File: config.mk
export PLATFORM = sky130hd
export DESIGN_NAME = tx_iod_lane_training_gen
export DESIGN_NICKNAME = d
export VERILOG_FILES = /design/src/rtl/tx_iod_lane_training_gen.sv
export SDC_FILE = /design/constraint.sdc
export NUM_CORES = 1
export LEC_CHECK = 0
export BUFFER_PORTS_ARGS = -buffer_cell sky130_fd_sc_hd__buf_2
export CAP_MARGIN = 20
export CORE_MARGIN = 8
export CORE_UTILIZATION = 44
export DETAILED_ROUTE_END_ITERATION = 8
export GPL_TIMING_DRIVEN = 1
export MAX_ROUTING_LAYER = met4
export PLACE_DENSITY = 0.85
export SYNTH_ARGS = -nofsm -noshare
export SYNTH_HDL_FRONTEND = slang
export SYNTH_SLANG_ARGS = --single-unit
File: constraint.sdc
create_clock -name FAB_CLK -period 1.5 [get_ports FAB_CLK]
set_input_delay 0.225 -clock FAB_CLK [delete_from_list [all_inputs] [get_ports FAB_CLK]]
set_output_delay 0.225 -clock FAB_CLK [all_outputs]
set_load 0.01 [all_outputs]
File: src/rtl/tx_iod_lane_training_gen.sv
// Transmit lane controller for DDRX4 TX IODs: training pattern, sync word,
// then valid/ready payload, identical sequencing on every lane.
module tx_iod_lane_training_gen #(
    parameter int          LANES            = 2,
    parameter int          PATTERN_SEL      = 0,
    parameter logic [7:0]  TRAIN_WORD       = 8'hF0,
    parameter logic [7:0]  SYNC_WORD        = 8'hB5,
    parameter logic [7:0]  IDLE_WORD        = 8'h3C,
    parameter int          TRAIN_MIN_CYCLES = 256,
    parameter int          SYNC_CYCLES      = 2
) (
    input  logic               FAB_CLK,
    input  logic               TX_SYNC_RST,
    input  logic               TRAIN_REQ,
    input  logic               ALIGN_DONE,
    input  logic [8*LANES-1:0] TX_IN_DATA,
    input  logic               TX_IN_VALID,
    output logic               TX_IN_READY,
    output logic [8*LANES-1:0] TX_DATA,
    output logic [1:0]         TX_STATE,
    output logic               TRAINING
);

    localparam int MAXC = (TRAIN_MIN_CYCLES > SYNC_CYCLES) ?
                          TRAIN_MIN_CYCLES : SYNC_CYCLES;
    localparam int CW = (MAXC > 1) ? $clog2(MAXC) : 1;
    localparam logic [CW-1:0] TRAIN_LAST = CW'(TRAIN_MIN_CYCLES - 1);
    localparam logic [CW-1:0] SYNC_LAST  = CW'(SYNC_CYCLES - 1);
    localparam logic [6:0]    PRBS_SEED  = 7'h7F;

    typedef enum logic [1:0] {
        ST_TRAIN = 2'd0,
        ST_SYNC  = 2'd1,
        ST_DATA  = 2'd2
    } state_t;

    state_t             r_state;
    state_t             w_state_nxt;
    logic [CW-1:0]      r_cnt;
    logic [CW-1:0]      w_cnt_nxt;
    logic [6:0]         r_prbs;
    logic [6:0]         w_prbs_nxt;
    logic [6:0]         w_prbs_step;
    logic [7:0]         w_prbs_word;
    logic [7:0]         w_train_word;
    logic [8*LANES-1:0] w_data_nxt;
    logic [8*LANES-1:0] r_tx_data;
    logic [1:0]         r_tx_state;
    logic               r_training;

    // Eight LFSR steps per word; bit 0 is the first bit produced.
    always_comb begin
        w_prbs_step = r_prbs;
        w_prbs_word = '0;
        for (int k = 0; k < 8; k++) begin
            w_prbs_word[k] = w_prbs_step[6] ^ w_prbs_step[5];
            w_prbs_step    = {w_prbs_step[5:0], w_prbs_word[k]};
        end
    end

    assign w_train_word = (PATTERN_SEL != 0) ? w_prbs_word : TRAIN_WORD;

    always_comb begin
        w_state_nxt = r_state;
        w_cnt_nxt   = r_cnt;
        w_prbs_nxt  = r_prbs;
        if (TRAIN_REQ) begin
            w_state_nxt = ST_TRAIN;
            w_cnt_nxt   = '0;
            w_prbs_nxt  = PRBS_SEED;
        end else begin
            case (r_state)
                ST_TRAIN: begin
                    w_prbs_nxt = w_prbs_step;
                    if (r_cnt == TRAIN_LAST && ALIGN_DONE) begin
                        w_state_nxt = ST_SYNC;
                        w_cnt_nxt   = '0;
                    end else if (r_cnt != TRAIN_LAST) begin
                        w_cnt_nxt = r_cnt + CW'(1);
                    end
                end
                ST_SYNC: begin
                    if (r_cnt == SYNC_LAST) begin
                        w_state_nxt = ST_DATA;
                        w_cnt_nxt   = '0;
                    end else begin
                        w_cnt_nxt = r_cnt + CW'(1);
                    end
                end
                ST_DATA: begin
                    w_state_nxt = ST_DATA;
                end
                default: begin
                    w_state_nxt = ST_TRAIN;
                    w_cnt_nxt   = '0;
                    w_prbs_nxt  = PRBS_SEED;
                end
            endcase
        end
    end

    always_comb begin
        w_data_nxt = {LANES{IDLE_WORD}};
        case (r_state)
            ST_TRAIN: w_data_nxt = {LANES{w_train_word}};
            ST_SYNC:  w_data_nxt = {LANES{SYNC_WORD}};
            ST_DATA:  w_data_nxt = TX_IN_VALID ? TX_IN_DATA
                                               : {LANES{IDLE_WORD}};
            default:  w_data_nxt = {LANES{IDLE_WORD}};
        endcase
    end

    always_ff @(posedge FAB_CLK) begin
        if (TX_SYNC_RST) begin
            r_state    <= ST_TRAIN;
            r_cnt      <= '0;
            r_prbs     <= PRBS_SEED;
            r_tx_data  <= '0;
            r_tx_state <= 2'd0;
            r_training <= 1'b1;
        end else begin
            r_state    <= w_state_nxt;
            r_cnt      <= w_cnt_nxt;
            r_prbs     <= w_prbs_nxt;
            r_tx_data  <= w_data_nxt;
            r_tx_state <= r_state;
            r_training <= (r_state != ST_DATA);
        end
    end

    // Ready is state-derived so a beat offered with TRAIN_REQ still goes out.
    assign TX_IN_READY = (r_state == ST_DATA) && !TX_SYNC_RST;
    assign TX_DATA     = r_tx_data;
    assign TX_STATE    = r_tx_state;
    assign TRAINING    = r_training;

endmodule

# Word-level counts from Yosys, hierarchy flattened
# Cells that the tools add are included.
word_totals:
  ff_bits: 29
  in_bits: 21
  out_inout_bits: 20
  elab_cells: 32
classes:
  n_addsub: 1
  n_eq_ne: 9
  mux: 9
  bitwise_logic: 1
  reduce_logical: 7
ops:
  columns: ["operator", "count"]
  rows:
  - ["$pmux 16 s3", 1]
  - ["$mux 8", 3]
  - ["$pmux 8 s3", 1]
  - ["$mux 16", 1]
  - ["$add 8x1->8 const B", 1]
  - ["$eq 8x1->1 const B", 1]
  - ["$eq 8x8->1 const B", 1]
  - ["$ne 8x8->1 const B", 1]
  - ["$ne 2x2->1 const B", 3]
  - ["$pmux 2 s3", 1]
  - ["$mux 2", 2]
  - ["$reduce_and 2->1", 2]
  - ["$ne 3x3->1 const B", 1]
  - ["$eq 2x1->1 const B", 1]
  - ["$eq 2x2->1 const B", 1]
  - ["$logic_and 1x1->1", 2]
  - ["$logic_not 2->1", 1]
  - ["$reduce_or 2->1", 1]
  - ["$logic_not 1->1", 1]
  - ["$not 1->1", 1]

# Depth between registers and ports, before layout
# Gate-level depths: netlist (run 1).
depth:
  ltp_word: 4
  depth_mapped: 7
  mapped_depth_nobuf: 6

# Least setup slack after synthesis (run 1)
# Ideal clock, no wire load.
synth_path:
  path_kind: "flip-flop to flip-flop"
  from: "register r_state[0]"
  to: "register r_cnt[1]"
  setup_ns: 0.086
  arrival_ns: 1.504
  required_time_ns: 1.414
  path_slack_ns: -0.090
  path_stages_with_launch: 8
  path_buffers: 1
  synth_period_minus_slack_ns: 1.590
  path_cell_list: "dfxtp_1 inv_1 ha_1 buf_2 and3b_1 a31oi_1 nor2_1 a211oi_1"
synth_via:
  elab_chain_len: 3
  word_cells_on_any_way: 7
  classes_between: "eq/ne: 3; mux: 1; bitwise: 1; reduce/logical: 2"
synth_lines:
  columns: ["item", "line_no", "source"]
  rows:
  - ["start: declaration", "37", "state_t r_state;"]
  - ["start signal: assignment", "122", "r_state <= w_state_nxt;"]
  - ["$logic_not 2->1 / $eq 2x2->1 (equally long branches)", "72", "case (r_state)"]
  - ["$ne 3x3->1 (no line) / $not 1->1 (equally long branches)", null, null]
  - ["$reduce_and 2->1 (no line)", null, null]
  - ["end signal: assignment", "123", "r_cnt <= w_cnt_nxt;"]
  - ["end: declaration", "39", "logic [CW-1:0] r_cnt;"]
# Parallel ways exist; a longest one is shown, timed or not.
# A chain may end at the register's enable or synchronous reset.

# Worst setup path after layout (run 1)
layout_path:
  from: "register r_cnt[0]"
  to: "register r_cnt[2]"
layout_via:
  elab_chain_len: 4
  word_cells_on_any_way: 11
  classes_between: "add/sub: 1; eq/ne: 4; mux: 4; reduce/logical: 2"
layout_lines:
  columns: ["item", "line_no"]
  rows:
  - ["$add 8x1->8 / $eq 8x8->1 (equally long branches)", "79, 87, 75"]
  - ["$mux 8 / $logic_and 1x1->1 (equally long branches)", "78, 75"]
  - ["$mux 8 / $ne 3x3->1 (equally long branches)", null]
  - ["$pmux 8 s3 / $reduce_and 2->1 (equally long branches)", null]
# Parallel ways exist; a longest one is shown, timed or not. The select of a mux whose other input is x is not followed.

==> flow_summary.ini, run 1 <==
[status]
outcome = finished, violations left
failed_checks = setup timing

[place]
io_buffer_count = 40
place_congestion = 0.861
dpl.hpwl_mm = 2.40
dp.cells = 226
place_ws_ns = -0.108
placed_area_um2 = 1640

[setup_path]
regToRegStartpoint = r_cnt[0]
reg2reg_setup_slack_ns = -0.02
critical_path.startpoint_type = flip-flop
arrival_ns = 1.72
worstPathMaxFanout = 6
worst_setup_path_end_kind = flip-flop
crit_start = r_cnt[0]
worstPathBufferInverterCount = 1
critical_path.slowest_cell = sky130_fd_sc_hd__dfxtp_4
crit_required_ns = 1.71
timing.rr.end = r_cnt[2]
worstRegToRegCells = 6
path_cells = ha_4, nand2_2, o31a_1, o31ai_4, buf_6, a211oi_2
crit_family = compound AO/OA/AOI/OAI gates
timing_worst_setup_path_type = flip-flop to flip-flop
slowest_delay_ns = 0.39

[clocking]
tritoncts = built
cts_num_sinks = 29
clock_tree.htree_level_count = 2
register_clock_pin_slew_on_the_reported_worst_setup_and_hold_paths_ns = 0.10
cts_root_buffer = sky130_fd_sc_hd__clkbuf_4
tritoncts.num_buffers = 5
max-clock-path-buffers = 2
postCtsHoldBufs = 0
clock_insertion_delay_worst_skew_ns = 0.33

[logic_synthesis]
syn-instance-count = 140
yosys_warnings = 0
syn_avg_cell_area_um2 = 8.99
post_synth_instance_area_um2 = 1260
ys_seq_area_frac = 0.461
synth_fp_nets = 167
synth.ff_latch_count = 29
synth_ff_type = sky130_fd_sc_hd__dfxtp_1
synth_cell_types = 34
synth_async_sr_flop_share = 0
synth_edf_count = 0

[layout]
finalNonFillerCells = 242
area_growth_syn_to_layout_pct = 49.5
fillers = 196
final_nets = 237
antenna-diode-count = 0
layout_cells_sized_above_1 = 0.493
layout_commonest_cell = sky130_fd_sc_hd__buf_2
layout.cell_area.non_filler_um2 = 1880
layout.cells.most_common_list = 39 x sky130_fd_sc_hd__buf_2, 28 x sky130_fd_sc_hd__buf_4, 22 x sky130_fd_sc_hd__dfxtp_1, 16 x sky130_fd_sc_hd__nor2_1, 10 x sky130_fd_sc_hd__nand2_1

[routing]
total_iterations_of_the_first_detailed_routing_run = 4
routed_wire_length_mm = 3.83
antenna_violating_nets_post_route = 0
routed_wire_length_per_instance_um = 15.8
drt_first_iter_violations = 144
vias_per_cell = 5.40
detailroute.via_count = 1306
drc_errors_left = 0

[power_and_ir_drop]
leakage_power_nw = 0.846
vdd_drop_max_mv = 0.776
power.density_nw_per_um2 = 712

[global_route]
antenna_found_initial = 0
grt_overflow_total = 0
first_pass_grt_wire_length_mm = 5.46
grt_max_degree = 12
first_global_vias = 1210
grt.total_usage = 0.138

[sta]
layout_setup_ws_ns = -0.0157
maxClockFrequency_mhz = 660
timing_worst_slew_pin_value_ns = 0.379
clock-skew-final_ns = 0.0115
report.final.hold_viol_count = 0
slew-limit-headroom = 0.745
report.final.setup_viol = 6
finalCriticalPeriod_ns = 1.52
maxSlewViolCount = 0
holdWs_ns = 0.145
setup_total_negative_slack_ns = -0.0583
tcrit_tclk_final = 1.01
grt_setup_unrepaired = yes

[run]
max_cap_viol_count = 0

[min_path]
timing.hold.worst.start = TX_IN_DATA[8]
worst_hold_depth = 3
worst_hold_path_type = primary input to flip-flop
worstHoldEndpoint = TX_DATA[8]

[floorplanning]
initial_utilization = 0.460
floorplan.rows = 19
core_area_um2 = 2730
die-height_um = 69.5
num_io_pins = 41
die_area_um2 = 4830
die_w_um = 69.5
==> synthesized netlist by cell type (2+ instances only) <==
cell / count / area share
sky130_fd_sc_hd__o211ai_1: 2 / 0.012
sky130_fd_sc_hd__nand4_1: 2 / 0.0099
sky130_fd_sc_hd__nand2_1: 11 / 0.033
sky130_fd_sc_hd__nor2_1: 16 / 0.048
sky130_fd_sc_hd__dfxtp_1: 29 / 0.46
sky130_fd_sc_hd__inv_1: 7 / 0.021
sky130_fd_sc_hd__a311oi_1: 2 / 0.014
sky130_fd_sc_hd__a31oi_1: 5 / 0.025
sky130_fd_sc_hd__and3b_1: 2 / 0.014
sky130_fd_sc_hd__clkbuf_1: 5 / 0.015
sky130_fd_sc_hd__ha_1: 6 / 0.060
sky130_fd_sc_hd__nor4b_1: 3 / 0.021
sky130_fd_sc_hd__nor3_1: 9 / 0.036
sky130_fd_sc_hd__mux2i_1: 2 / 0.016
sky130_fd_sc_hd__o21ai_0: 9 / 0.036
sky130_fd_sc_hd__a211oi_1: 3 / 0.018
sky130_fd_sc_hd__buf_4: 2 / 0.012
sky130_fd_sc_hd__a21oi_1: 9 / 0.036
==> registers in the layout (all words and copies together), names as in the netlist <==
name,cells
TRAINING,1
TX_DATA,16
TX_STATE,2
r_cnt,8
r_state,2
==> what timing repair did <==
item,in CTS,in global routing
hold endpoints to repair,0,0
cloned,0,0
gates resized for setup,14,18
buffers inserted,3,5
endpoints found under the setup margin,10,13
pin swaps,4,3
==> how the worst max path moves through the flow <==
stage / end / slack [ns] / cells after the start
4_1_cts: r_cnt[2] / -0.02 / 6
6_report: r_cnt[2] / -0.02 / 6
2_1_floorplan: r_cnt[4] / 0.02 / 7
5_1_grt: r_state[0] / -0.12 / 6
3_3_place_gp: r_cnt[5] / -0.04 / 5
3_5_place_dp: r_cnt[5] / -0.11 / 5
==> through the flow <==
stage	total power, mW	util
2_1_floorplan	0.843	-
4_1_cts	1.32	0.643
6_report	1.34	0.688
3_5_place_dp	0.894	0.600
5_1_grt	1.38	0.688
3_3_place_gp	0.893	0.600
==> cells by family (layout without fill, tap and decap cells) <==
family | count (synthesis) | in the layout | synth area share
AOI/OAI and AO/OA | 36 | 36 | 0.189
adders and majority gates | 6 | 6 | 0.0596
DFF | 29 | 29 | 0.461
xor gates and xnor gates | 1 | 1 | 0.00696
muxes | 2 | 2 | 0.0159
buffers and inverters | 15 | 86 | 0.0517
and+or+nand+nor | 51 | 51 | 0.216
==> routing by layer <==
| layer | part of all wire | track usage | up-vias |
|---|---|---|---|
| li1 | - | - | 638 |
| met1 | 0.40 | 0.146 | 599 |
| met2 | 0.49 | 0.217 | 60 |
| met3 | 0.091 | 0.0730 | 9 |
| met4 | 0.018 | 0.0456 | 0 |
| met5 | 0 | - | - |
==> worst register-to-register path, cell delays in order, from the launching register on <==
cell	delay, ns
sky130_fd_sc_hd__dfxtp_4	0.39
sky130_fd_sc_hd__ha_4	0.14
sky130_fd_sc_hd__nand2_2	0.05
sky130_fd_sc_hd__o31a_1	0.33
sky130_fd_sc_hd__o31ai_4	0.26
sky130_fd_sc_hd__buf_6	0.17
sky130_fd_sc_hd__a211oi_2	0.04
==> layout make-up <==
type	instances	area, um^2	share of cell area
multi-input cells	96	717	0.381
well taps	31	38.8	0.0206
inverters	7	28.8	0.0153
clock buffers	6	41.3	0.0219
flip-flops and latches	29	592	0.314
clock inverters	2	10.0	0.00532
repair buffers	71	454	0.241
==> power breakdown <==
group          internal (mW)  total, mW  switching (mW)
combinational         0.0516      0.102          0.0503
clock                  0.178      0.449           0.271
sequential             0.783      0.789         0.00662
(Power assumes the default switching activity.)
==> inputs of run 2 (changes only) <==
- CORE_UTILIZATION: 44 -> 50
- PLACE_DENSITY: 0.85 -> 0.9
- clock period: 1.5 -> 2 ns (I/O delays scaled with it)
==> flow_summary.ini, run 2 (synthesis gave the netlist of run 1 again) <==
[layout]
antenna-diode-count = 0
final_core_util = 0.644
fillers = 198
layout.cells.most_common_list = 40 x sky130_fd_sc_hd__buf_2, 28 x sky130_fd_sc_hd__dfxtp_1, 16 x sky130_fd_sc_hd__nor2_1, 11 x sky130_fd_sc_hd__nand2_1
area_growth_syn_to_layout_pct = 24.5
layout_commonest_cell = sky130_fd_sc_hd__buf_2
layout_cells_sized_above_1 = 0.313
final_nets = 208
largest_register_ffs = 16
layout.cell_area.non_filler_um2 = 1570

[clocking]
max-clock-path-buffers = 2
cts_num_sinks = 29
clock_insertion_delay_worst_skew_ns = 0.32
register_clock_pin_slew_on_the_reported_worst_setup_and_hold_paths_ns = 0.09
cts_root_buffer = sky130_fd_sc_hd__clkbuf_4
postCtsHoldBufs = 0
tritoncts.num_buffers = 5
tritoncts = built
clock_tree.htree_level_count = 2

[power_and_ir_drop]
leakage_power_nw = 0.694
power.density_nw_per_um2 = 735
power.share.sequential = 0.513
swShare = 0.204
share_clk_of_total_power = 0.431
netSwitchingPower_uw = 235
vdd_drop_max_mv = 0.415
cell_internal_pwr_uw = 917
power.combinational.fraction = 0.056

[setup_path]
path_cells = inv_1, ha_1, nand2b_4, inv_1, buf_2
crit_family = adder cells
critical_path.startpoint_type = flip-flop
slowest_delay_ns = 0.43
worstPathMaxFanout = 11
worst_setup_path_end_kind = output pin
arrival_ns = 1.55
cp_common_cell = sky130_fd_sc_hd__inv_1
worstPathBufferInverterCount = 3
timing_worst_setup_path_type = flip-flop to output pin
crit_required_ns = 1.70
critical_path.slowest_cell = sky130_fd_sc_hd__ha_1

[sta]
setup_total_negative_slack_ns = 0
maxClockFrequency_mhz = 541
report.final.setup_viol = 0
tcrit_tclk_final = 0.925
finalCriticalPeriod_ns = 1.85
timing_worst_slew_pin_value_ns = 0.432
layout_setup_ws_ns = 0.151
clock-skew-final_ns = 0.00902
slew-limit-headroom = 0.712
grt_setup_unrepaired = no
maxSlewViolCount = 0
report.final.hold_viol_count = 0

[global_route]
gr-usage-met3 = 0.0542
grtUsageMet2 = 0.267
grt.total_usage = 0.155
first_pass_grt_wire_length_mm = 5.21
grt_overflow_total = 0
first_global_vias = 1168
grt_max_degree = 16
grt.busiest_layer = met2
grt.met1_usage = 0.151
antenna_found_initial = 0

[routing]
drt_first_iter_violations = 80
routed_wire_length_per_instance_um = 15.3
detailroute.via_count = 1184
drc_errors_left = 0
vias_per_cell = 5.58
antenna_violating_nets_post_route = 0
routed_wire_length_mm = 3.24
total_iterations_of_the_first_detailed_routing_run = 4

[floorplanning]
die-height_um = 66.2
core_area_um2 = 2430
initial_utilization = 0.517
die_w_um = 66.2
die_area_um2 = 4380
floorplan.rows = 18
num_io_pins = 41

[run]
max_cap_viol_count = 0

[place]
placed_area_um2 = 1470
io_buffer_count = 40
dpl.hpwl_mm = 2.53
place_congestion = 0.873
place_ws_ns = 0.197

[min_path]
worst_hold_path_type = primary input to flip-flop

[status]
outcome = complete, no violations
[run 2: changes by cell type in the layout (fill, tap and decap cells not counted), sizes merged]
cell | previous run | this run
clkbuf | 6 | 7
bufinv | 0 | 1
buf | 71 | 42
clkinv | 2 | 0
[run 2: cell type report]
cell class                 count  area [um^2]  share of cell area
clock buffer                   7         55.1              0.0351
tap                           30         37.5              0.0240
clock inverter                 1         30.0              0.0192
multi-input combinational     96          621               0.396
sequential                    29          582               0.371
timing repair buffer          42          215               0.137
inverter                       7         26.3              0.0168
[run 2: path summary, 6_finish.rpt]
path | startpoint | end | slack [ns] | cells past startpoint
setup / recovery | r_state[0] | TX_IN_READY | 0.15 | 5
hold / removal | TX_IN_DATA[0] | TX_DATA[0] | 0.22 | 3
setup reg to reg | r_state[1] | r_cnt[4] | 0.21 | 6
hold reg to reg | r_state[1] | r_state[1] | 0.53 | 2
[run 2: metrics by stage]
| stage | hold slack (ns) | cells | total power, mW |
|---|---|---|---|
| 4_1_cts | 0.218 | 212 | 1.16 |
| 2_1_floorplan | 0.377 | 140 | 0.632 |
| 6_report | 0.223 | 212 | 1.15 |
| 5_1_grt | 0.209 | 212 | 1.21 |
| 3_3_place_gp | 0.485 | 204 | 0.667 |
| 3_5_place_dp | 0.512 | 204 | 0.669 |
[run 2: timing repair]
item / CTS / global route
resized for setup: 1 / 1
hold endpoints to repair: 0 / 0
setup buffers: 0 / 0
endpoints found under the setup margin: 1 / 2
cloned: 0 / 0
[run 2: per-layer routing]
layer	vias up	part of all wire
met5	-	0
met4	0	0.021
met3	9	0.063
met2	55	0.54
met1	545	0.38
li1	575	-
[run 2: worst min-delay path: cells and delay by family]
family	cells	cell delay, ns
AO/OA/AOI/OAI	1	0.05
AND/OR/NAND/NOR	1	0.05
buffers and inverters	1	0.10
[run 2: power by group through the flow]
| stage | combinational [mW] | sequential [mW] | clock, mW |
|---|---|---|---|
| final | 0.0644 | 0.591 | 0.496 |
| after global routing | 0.0709 | 0.593 | 0.547 |
| after detailed placement | 0.0634 | 0.605 | 0 |
| after floorplan | 0.0226 | 0.609 | 0 |
| after CTS | 0.0643 | 0.592 | 0.503 |
| after global placement | 0.0622 | 0.605 | 0 |
==> inputs of run 3 (changes only) <==
- CORE_UTILIZATION: 50 -> 49
- PLACE_DENSITY: 0.9 -> 0.89
- SKIP_CTS_REPAIR_TIMING: not set -> 1
- clock period: 2 -> 1.9 ns (I/O delays scaled with it)
==> flow_summary.ini, run 3 (synthesis gave the netlist of run 1 again) <==
[routing]
drc_errors_left = 0
routed_wire_length_mm = 3.03
antenna_violating_nets_post_route = 0
vias_per_cell = 5.51
detailroute.via_count = 1174
total_iterations_of_the_first_detailed_routing_run = 4
routed_wire_length_per_instance_um = 14.2
drt_first_iter_violations = 38

[setup_path]
worst_setup_path_endpoint = TX_IN_READY
path_cells = inv_1, ha_2, nand2b_1, inv_1, buf_2
crit_required_ns = 1.62
arrival_ns = 1.53
cp_common_cell = sky130_fd_sc_hd__inv_1
critical_path.startpoint_type = flip-flop
reg2reg_setup_slack_ns = 0.20
regToRegStartpoint = r_state[0]
worstRegToRegCells = 6
slowest_delay_ns = 0.42
worstPathMaxFanout = 10
crit_start = r_state[0]
timing.rr.end = r_cnt[1]
timing_worst_setup_path_type = flip-flop to output pin
critical_path.slowest_cell = sky130_fd_sc_hd__dfxtp_2
worst_setup_path_end_kind = output pin

[global_route]
grt_overflow_total = 0
antenna_found_initial = 0
first_pass_grt_wire_length_mm = 4.95
grt.total_usage = 0.148
grt_max_degree = 16
first_global_vias = 1138

[sta]
maxSlewViolCount = 0
tcrit_tclk_final = 0.953
clock-skew-final_ns = 0.0103
slew-limit-headroom = 0.763
finalCriticalPeriod_ns = 1.81
timing_worst_slew_pin_value_ns = 0.355
maxClockFrequency_mhz = 552
report.final.setup_viol = 0
grt_setup_unrepaired = no
report.final.hold_viol_count = 0

[status]
outcome = complete, no violations

[power_and_ir_drop]
power_mw = 1.03
power.density_nw_per_um2 = 670
power.share.sequential = 0.606
power.combinational.fraction = 0.066
swShare = 0.231
vdd_drop_max_mv = 0.504
netSwitchingPower_uw = 237
cell_internal_pwr_uw = 791
share_clk_of_total_power = 0.328
leakage_power_nw = 0.680

[floorplanning]
floorplan.rows = 18
initial_utilization = 0.513
num_io_pins = 41
core_area_um2 = 2450
die-height_um = 66.7
die_w_um = 66.7
die_area_um2 = 4450

[layout]
fillers = 212
layout_cells_sized_above_1 = 0.317
multi_input_comb_area_um2 = 616
layout_commonest_cell = sky130_fd_sc_hd__buf_2
area_growth_syn_to_layout_pct = 22.0
antenna-diode-count = 0
layout.cell_area.non_filler_um2 = 1540
largest_register_ffs = 16
finalNonFillerCells = 213
final_core_util = 0.625
final_nets = 209
layout.cells.most_common_list = 40 x sky130_fd_sc_hd__buf_2, 28 x sky130_fd_sc_hd__dfxtp_1, 16 x sky130_fd_sc_hd__nor2_1, 11 x sky130_fd_sc_hd__nand2_1
sequential_cell_area_um2 = 582

[place]
dpl.hpwl_mm = 2.37
place_congestion = 0.915
io_buffer_count = 40
placed_area_um2 = 1480
dp.cells = 205

[clocking]
tritoncts.num_buffers = 5
clock_tree.htree_level_count = 2
tritoncts = built
max-clock-path-buffers = 2
cts_num_sinks = 29
clock_insertion_delay_worst_skew_ns = 0.33
cts_root_buffer = sky130_fd_sc_hd__clkbuf_4
register_clock_pin_slew_on_the_reported_worst_setup_and_hold_paths_ns = 0.09

[run]
max_cap_viol_count = 0

[min_path]
worst_hold_path_type = primary input to flip-flop
run 3: cell count changes in the layout (fill, tap and decap cells not counted), sizes merged:
cell and delta:
buf +1, clkbuf -1, clkinv +2, bufinv -1
run 3: routing by layer:
metal | track usage | vias to the layer above | share of wire
met4 | 0.0587 | 0 | 0.013
met5 | - | - | 0
li1 | - | 583 | -
met1 | 0.165 | 544 | 0.43
met3 | 0.0654 | 6 | 0.065
met2 | 0.227 | 41 | 0.49
run 3: worst min-delay path by stage:
stage / start / end / slack [ns] / cells past startpoint
after global routing: TX_IN_DATA[0] / TX_DATA[0] / 0.18 / 3
after detailed placement: r_state[1] / r_state[1] / 0.50 / 2
after global placement: r_state[1] / r_state[1] / 0.49 / 2
final: TX_IN_DATA[0] / TX_DATA[0] / 0.20 / 3
after floorplan: TX_SYNC_RST / TX_DATA[6] / 0.36 / 1
after CTS: TX_IN_DATA[8] / TX_DATA[8] / 0.20 / 3
run 3: area by class of cell:
cell class | count | area share
inverters | 7 | 0.0171
clock inverters | 2 | 0.00652
repair buffers | 43 | 0.145
well taps | 30 | 0.0244
flip-flops and latches | 29 | 0.379
clock buffers | 6 | 0.0269
multi-input cells | 96 | 0.401
run 3: power groups by stage:
stage	Sequential, mW	Clock (mW)	Combinational (mW)
2_1_floorplan	0.641	0	0.0238
3_3_place_gp	0.637	0	0.0657
3_5_place_dp	0.637	0	0.0679
4_1_cts	0.623	0.347	0.0681
5_1_grt	0.624	0.383	0.0752
6_report	0.623	0.337	0.0683
run 3: worst max-delay path: cells and delay by family (launching register included):
| kind | cells | cell delay (ns) |
|---|---|---|
| flops | 1 | 0.42 |
| buf+inv | 3 | 0.30 |
| fa+ha+maj | 1 | 0.26 |
| simple gates | 1 | 0.22 |
run 3: stage by stage:
| step | setup WS, ns | hold slack, ns | setup TNS, ns |
|---|---|---|---|
| 6_report | 0.0889 | 0.203 | 0 |
| 4_1_cts | -0.0847 | 0.201 | -0.0847 |
| 2_1_floorplan | 0.310 | 0.362 | 0 |
| 5_1_grt | 0.0109 | 0.182 | 0 |
| 3_5_place_dp | 0.137 | 0.502 | 0 |
| 3_3_place_gp | 0.245 | 0.493 | 0 |
